**src/rtl/gray_pkg.sv**
```systemverilog
// Shared Gray-code helpers and defaults for the counter, the downstream encoder stage and benches.
// The functions work on zero-extended values, so any width up to MAX_WIDTH uses them unchanged.
package gray_pkg;

    localparam int DEFAULT_WIDTH = 4;
    localparam int MAX_WIDTH     = 16;

    function automatic logic [MAX_WIDTH-1:0] bin2gray(input logic [MAX_WIDTH-1:0] x);
        return x ^ (x >> 1);
    endfunction

    // Prefix XOR from the MSB down; zero upper bits leave narrower codes unaffected.
    function automatic logic [MAX_WIDTH-1:0] gray2bin(input logic [MAX_WIDTH-1:0] g);
        logic [MAX_WIDTH-1:0] b;
        b[MAX_WIDTH-1] = g[MAX_WIDTH-1];
        for (int i = MAX_WIDTH - 2; i >= 0; i--) begin
            b[i] = b[i+1] ^ g[i];
        end
        return b;
    endfunction

endpackage

```
**src/rtl/gray_decoder.sv**
```systemverilog
// Combinational Gray-to-binary converter used on the counter's load path.
// Each binary bit is the XOR of all Gray bits at or above it, so there is no ripple chain.
module gray_decoder
    import gray_pkg::*;
#(
    parameter int WIDTH = DEFAULT_WIDTH
) (
    input  logic [WIDTH-1:0] gray,
    output logic [WIDTH-1:0] bin
);

    generate
        for (genvar gi = 0; gi < WIDTH; gi++) begin : g_prefix_xor
            assign bin[gi] = ^gray[WIDTH-1:gi];
        end
    endgenerate

endmodule

```
**src/rtl/gray_step_counter.sv**
```systemverilog
// Registered up/down binary counter with a registered Gray copy, wrap or saturate at the
// boundaries, terminal-count pulse and a Gray-coded reload path.
module gray_step_counter
    import gray_pkg::*;
#(
    parameter int WIDTH = DEFAULT_WIDTH,
    parameter bit WRAP  = 1'b1
) (
    input  logic             clk,
    input  logic             rst,
    input  logic             en,
    input  logic             up,
    input  logic             load,
    input  logic [WIDTH-1:0] load_gray,
    output logic [WIDTH-1:0] bin_count,
    output logic [WIDTH-1:0] gray_count,
    output logic             tc,
    output logic             sat
);

    localparam logic [WIDTH-1:0] MAX_VAL = '1;

    logic [WIDTH-1:0] bin_reg, bin_next;
    logic [WIDTH-1:0] gray_reg, gray_next;
    logic [WIDTH-1:0] load_bin;
    logic             tc_reg, tc_next;
    logic             sat_reg, sat_next;
    logic             at_boundary;

    gray_decoder #(.WIDTH(WIDTH)) u_load_decoder (
        .gray (load_gray),
        .bin  (load_bin)
    );

    always_comb begin
        at_boundary = up ? (bin_reg == MAX_VAL) : (bin_reg == '0);
        bin_next    = bin_reg;
        tc_next     = 1'b0;
        sat_next    = sat_reg;

        if (load) begin
            bin_next = load_bin;
            sat_next = 1'b0;
        end else if (en) begin
            if (at_boundary) begin
                tc_next = 1'b1;
                if (WRAP) begin
                    bin_next = up ? '0 : MAX_VAL;
                    sat_next = 1'b0;
                end else begin
                    sat_next = 1'b1;
                end
            end else begin
                bin_next = up ? bin_reg + 1'b1 : bin_reg - 1'b1;
                sat_next = 1'b0;
            end
        end

        // Gray output always tracks the next binary value, including on load.
        gray_next = WIDTH'(bin2gray(MAX_WIDTH'(bin_next)));
    end

    always_ff @(posedge clk) begin
        if (rst) begin
            bin_reg  <= '0;
            gray_reg <= '0;
            tc_reg   <= 1'b0;
            sat_reg  <= 1'b0;
        end else begin
            bin_reg  <= bin_next;
            gray_reg <= gray_next;
            tc_reg   <= tc_next;
            sat_reg  <= sat_next;
        end
    end

    assign bin_count  = bin_reg;
    assign gray_count = gray_reg;
    assign tc         = tc_reg;
    assign sat        = sat_reg;

endmodule

```
**config.mk**
```make
export PLATFORM = sky130hd
export DESIGN_NAME = gray_step_counter
export DESIGN_NICKNAME = d
export VERILOG_FILES = /design/src/rtl/gray_pkg.sv /design/src/rtl/gray_decoder.sv /design/src/rtl/gray_step_counter.sv
export SDC_FILE = /design/constraint.sdc
export NUM_CORES = 1
export LEC_CHECK = 0
export CORE_MARGIN = 2
export CORE_UTILIZATION = 38
export CTS_CLUSTER_SIZE = 8
export DETAILED_ROUTE_END_ITERATION = 16
export GPL_ROUTABILITY_DRIVEN = 0
export MAX_ROUTING_LAYER = met4
export PLACE_DENSITY_LB_ADDON = 0.25
export SKIP_CTS_REPAIR_TIMING = 1
export SLEW_MARGIN = 30
export SYNTH_ARGS = -nofsm -noshare
export SYNTH_HDL_FRONTEND = slang
export SYNTH_SLANG_ARGS = --single-unit
```
**constraint.sdc**
```tcl
create_clock -name clk -period 1.9 [get_ports clk]
set_input_delay 0.19 -clock clk [delete_from_list [all_inputs] [get_ports clk]]
set_output_delay 0.19 -clock clk [all_outputs]
set_load 0.03 [all_outputs]
```
* Yosys cells after proc, flatten, opt, wreduce, memory -nomap -nowiden *
Cells that the tools add are included.

operators by class
  add/subtract/negate cells = 2
  multipliers = 0
  divide/modulo/power cells = 0
  magnitude comparators = 0
  eq/ne operators = 1
  shifts and indexed selects = 0
  mux-type cells = 7
  bitwise logic cells = 2
  reductions and logical operators = 5

operators by type and width
  operator               count
  $mux W4                5
  $add A4 B1 Y4 const B  1
  $eq A4 B4 Y1 const B   1
  $logic_not A4 Y1       1
  $reduce_xor A4 Y1      1
  $sub A4 B1 Y4 const B  1
  $xor A4 B3 Y4          1
  $reduce_or A3 Y1       1
  $reduce_xor A3 Y1      1
  $mux W1                2
  $reduce_xor A2 Y1      1
  $not A1 Y1             1

word-level totals
  bits in registers = 9
  bits in latches = 0
  bits in writable memories = 0
  memory bits (read-only) = 0
  word-level logic and storage cells = 20
  memories kept = 0

* Logic depth before layout (Yosys ltp) *
  depth after elaboration = 6
  depth in mapped cells = 7

* Cells and area by module *
From an unflattened synthesis, not the netlist that was laid out.

second synthesis, totals
  cell total of the unflattened synthesis = 63
  area total of the unflattened synthesis = 561.8 um^2

by module, submodules not included
  module             times used  cells an instance  area an instance (um^2)  seq. area each (um^2)
  gray_step_counter  1           58                 511.7                    160.2
  gray_decoder       1           5                  50.0                     0.0

* Least setup slack after synthesis *
Ideal clock, no wire load.

  path type = register -> register
  start = register bin_reg[0], in the netlist bin_count[0]
  end = register gray_reg[1], in the netlist gray_count[1]
  data arrival time = 1989 ps
  setup slack = -155 ps
  cell stages (with the launch flop) = 8
  buffers on the path = 0
  period minus slack after synthesis = 2055 ps
  cells stage by stage = dfxtp_1 > inv_1 > fa_1 > xor2_1 > o21ai_0 > a221o_2 > a21o_1 > a21oi_2

between the ends
  word-level cells in the longest chain between the ends = 6
  elaborated cells on any way between the ends = 10
  classes of those cells = add/sub: 2; eq/ne: 1; mux: 5; bitwise: 1; reduce/logical: 1

ends and longest elaborated chain
  element                                      line                                              source
  start: declaration                           gray_step_counter.sv:23                           logic [WIDTH-1:0] bin_reg, bin_next;
  start signal: assignment                     gray_step_counter.sv:70                           bin_reg <= bin_next;
  $sub A4 B1 Y4, or another cell as far along  gray_step_counter.sv:54                           bin_next = up ? bin_reg + 1'b1 : bin_reg - 1'b1;
  $mux W4 or $mux W1 (tied branches)           gray_step_counter.sv:54, gray_step_counter.sv:36
  $mux W4 *                                    gray_step_counter.sv:45                           if (at_boundary) begin
  $mux W4 *                                    gray_step_counter.sv:44                           end else if (en) begin
  $mux W4 *                                    gray_step_counter.sv:41                           if (load) begin
  $xor A4 B3 Y4 *                              gray_pkg.sv:9                                     return x ^ (x >> 1);
  end signal: assignment                       gray_step_counter.sv:71                           gray_reg <= gray_next;
  end: declaration                             gray_step_counter.sv:24                           logic [WIDTH-1:0] gray_reg, gray_next;

Mark *: on every way between the ends. The rest lies on a longest branch, timed or not.
A chain may end at the register's enable or synchronous reset.

* Worst setup path in the final report *
Ends and elaborated chain as after synthesis.

==> metrics.log <==
[metrics] status: completed
[metrics] worst min-delay path category: input pin to register
[metrics] pin count of the biggest net entering global routing: 9
[metrics] clock buffer count from CTS: 3
[metrics] max-cap violation count: 0
[metrics] detailed placer's ending HPWL: 931 um
[metrics] nets@finish: 101
[metrics] std cell rows: 13
[metrics] flip-flop count of the largest register after layout: 4
[metrics] total number of vias: 508
[metrics] number of antenna violations at the first check in global routing: 0
[metrics] number of flip-flops and latches in the synthesized netlist: 8
[metrics] Initial Util: 41.7%
[metrics] width of the chip: 42.3 um
[metrics] count of yosys warnings during synthesis: 0
[metrics] number of distinct standard cells referenced by the synthesized netlist: 30
[metrics] clock period minus worst slack: 1750 ps
[metrics] endpoint arrival time on the critical path: 1940 ps
[metrics] hold violation count in the final report: 0
[metrics] portion of synthesized cell area occupied by the leading cell type: 28.8%
[metrics] Die Area: 0.00179 mm2
[metrics] leftover overflow at the end of global routing: 0
[metrics] library cell used as clock root buffer: sky130_fd_sc_hd__clkbuf_4
[metrics] number of top-level design ports: 19
[metrics] cell types with the largest area share after synthesis: sky130_fd_sc_hd__dfxtp_1 (29%), sky130_fd_sc_hd__xor2_1 (7.9%), sky130_fd_sc_hd__a21o_1 (5.4%)
[metrics] IO Port Bufs: 17
[metrics] upper clock frequency limit: 571 MHz
[metrics] wire length of the first global-routing pass: 1930 um
[metrics] share of the cycle needed by the critical path after routing: 92.2%
[metrics] number of sinks on the clock net: 8
[metrics] area of the placeable core: 0.00133 mm2
[metrics] Static Leakage: 0.363 nW
[metrics] detailed-route wire length: 1120 um
[metrics] type of the setup path with the least slack: register to register
[metrics] final non-filler cell area: 810 um2
[metrics] leading cell types in the layout, fill and taps excluded: sky130_fd_sc_hd__clkdlybuf4s50_1 (16), sky130_fd_sc_hd__nor2_1 (7), sky130_fd_sc_hd__inv_1 (6), sky130_fd_sc_hd__dfxtp_1 (6), sky130_fd_sc_hd__buf_4 (6)
[metrics] GRT Total Usage: 14.6%
[metrics] vias in the first global route: 473
[metrics] number of antenna-violating nets in the routed design: 0
[metrics] total power density per cell area: 772 mW/mm2
[metrics] crit end category: register
[metrics] post-synthesis instance area: 557 um2
[metrics] insertion delay to the later sink of the worst-skew pair: 250 ps
[metrics] RSZ-0062 raised after global routing: no
[metrics] VDD IR-drop max: 0.612 mV
[metrics] Syn Nets: 76
[metrics] required time at the endpoint of the critical path: 2090 ps
[metrics] Final setup violation count: 0
[metrics] number of DRC markers in iteration 0: 2
[metrics] area leader, netlist: sky130_fd_sc_hd__dfxtp_1
[metrics] number of DRC violations after detailed routing: 0
[metrics] largest fanout on the critical path: 5
[metrics] mean number of vias per cell: 4.93
[metrics] Max Slew Vio Count: 0
[metrics] CP startpoint kind: register
[metrics] number of detailed-route iterations in the first pass: 2
[metrics] area of placed instances: 773 um2
[metrics] post-route clock skew: 4.13 ps
[metrics] most common cell after layout, fill and taps aside: sky130_fd_sc_hd__clkdlybuf4s50_1
[metrics] CTS tree: built
[metrics] critical path startpoint: bin_count[0]
[metrics] Finished Core Util: 60.7%
[metrics] post-layout total power: 625 uW
[metrics] clock-pin slew on the worst setup and hold paths: 50 ps
[metrics] clk buf depth: 2
[metrics] fraction of final layout cells sized beyond drive strength 1: 20.5%
[metrics] register-to-register setup slack: 150 ps
[metrics] number of levels the H-tree was split into: 1
[metrics] area growth from synthesis to layout: 45.4%
[metrics] Routed wire per std cell: 10.9 um
[metrics] sequential fraction of the synthesis area: 28.8%
[metrics] R2R depth: 6
[metrics] Post-Syn Area per Cell: 8.70 um2
[metrics] number of cells produced by synthesis: 64
[metrics] diode insertion count for antenna repair: 0
[metrics] Die Y-Extent: 42.3 um
[metrics] Critical R2R Capture: gray_count[1]
[metrics] Worst Setup EP: gray_count[1]
[metrics] source of the worst register-to-register timing path: bin_count[0]
[how the worst min path moves through the flow]
stage	end	startpoint	cells after the start	slack, ps
detailed placement	tc	bin_count[3]	4	750
floorplan	bin_count[0]	rst	1	250
finish	tc	up	5	520
global placement	tc	bin_count[3]	4	730
CTS	tc	en	3	650
global route	tc	up	5	540
[routing by layer]
metal	up-vias	wire [um]	track usage, %
li1	265	-	-
met4	0	0	0
met5	-	0	-
met1	227	501	18.1
met3	0	73	7.76
met2	16	548	22.8
[Yosys cell counts (all sizes together)]
| cell | count |
|---|---|
| xnor3 | 1 |
| o21a | 1 |
| a221o | 1 |
| o2111ai | 1 |
| o21ai | 1 |
| nand2 | 4 |
| o22ai | 1 |
| fa | 1 |
| xor2 | 5 |
| nand3 | 4 |
| inv | 6 |
| xnor2 | 1 |
| dfxtp | 8 |
| ha | 2 |
| or4 | 1 |
| nor4 | 1 |
| a211oi | 1 |
| nor2 | 7 |
| mux2i | 1 |
| clkbuf | 1 |
| o211ai | 1 |
| a21o | 4 |
| nand2b | 1 |
| conb | 1 |
| buf | 2 |
| a21oi | 3 |
| nor3 | 1 |
| nor2b | 1 |
| nand3b | 1 |
[cells by family after synthesis]
group	synth area share, %
compound gates	20.4
xor+xnor	13.5
fa+ha+maj	8.09
buf+inv	8.09
flops	28.8
mux	1.80
other cells	0.674
simple gates	18.7
[metrics by stage]
step	TNS (ps)	hold WS [ps]	setup WS, ps	instances
5_1_grt	0	544	58.2	103
3_3_place_gp	-1010	731	-308	99
6_report	0	516	149	103
2_1_floorplan	0	252	24.3	64
3_5_place_dp	-1260	752	-355	99
4_1_cts	-189	646	-98.1	103
[critical path, stage by stage (launching register included)]
cell and delay [ps]:
sky130_fd_sc_hd__dfxtp_4 340, sky130_fd_sc_hd__buf_4 150, sky130_fd_sc_hd__or4_4 520, sky130_fd_sc_hd__o2111ai_2 190
sky130_fd_sc_hd__o211ai_2 170, sky130_fd_sc_hd__a21o_1 200, sky130_fd_sc_hd__a21oi_2 110
[where the power goes]
| group | internal [mW] | switching [mW] | leakage (nW) |
|---|---|---|---|
| Sequential | 0.191 | 0.0114 | 0.0672 |
| Combinational | 0.135 | 0.152 | 0.281 |
| Clock | 0.0802 | 0.0553 | 0.0150 |
| Total | 0.406 | 0.219 | 0.363 |
[cell type report]
| cell class | instances | area (um2) |
|---|---|---|
| Tap cell | 15 | 18.8 |
| Multi-Input combinational cell | 47 | 359 |
| Sequential cell | 8 | 165 |
| Inverter | 6 | 22.5 |
| Timing Repair Buffer | 23 | 218 |
| Clock buffer | 4 | 26.3 |
| Fill cell | 128 | 524 |
Power figures use the tool's default switching activity.
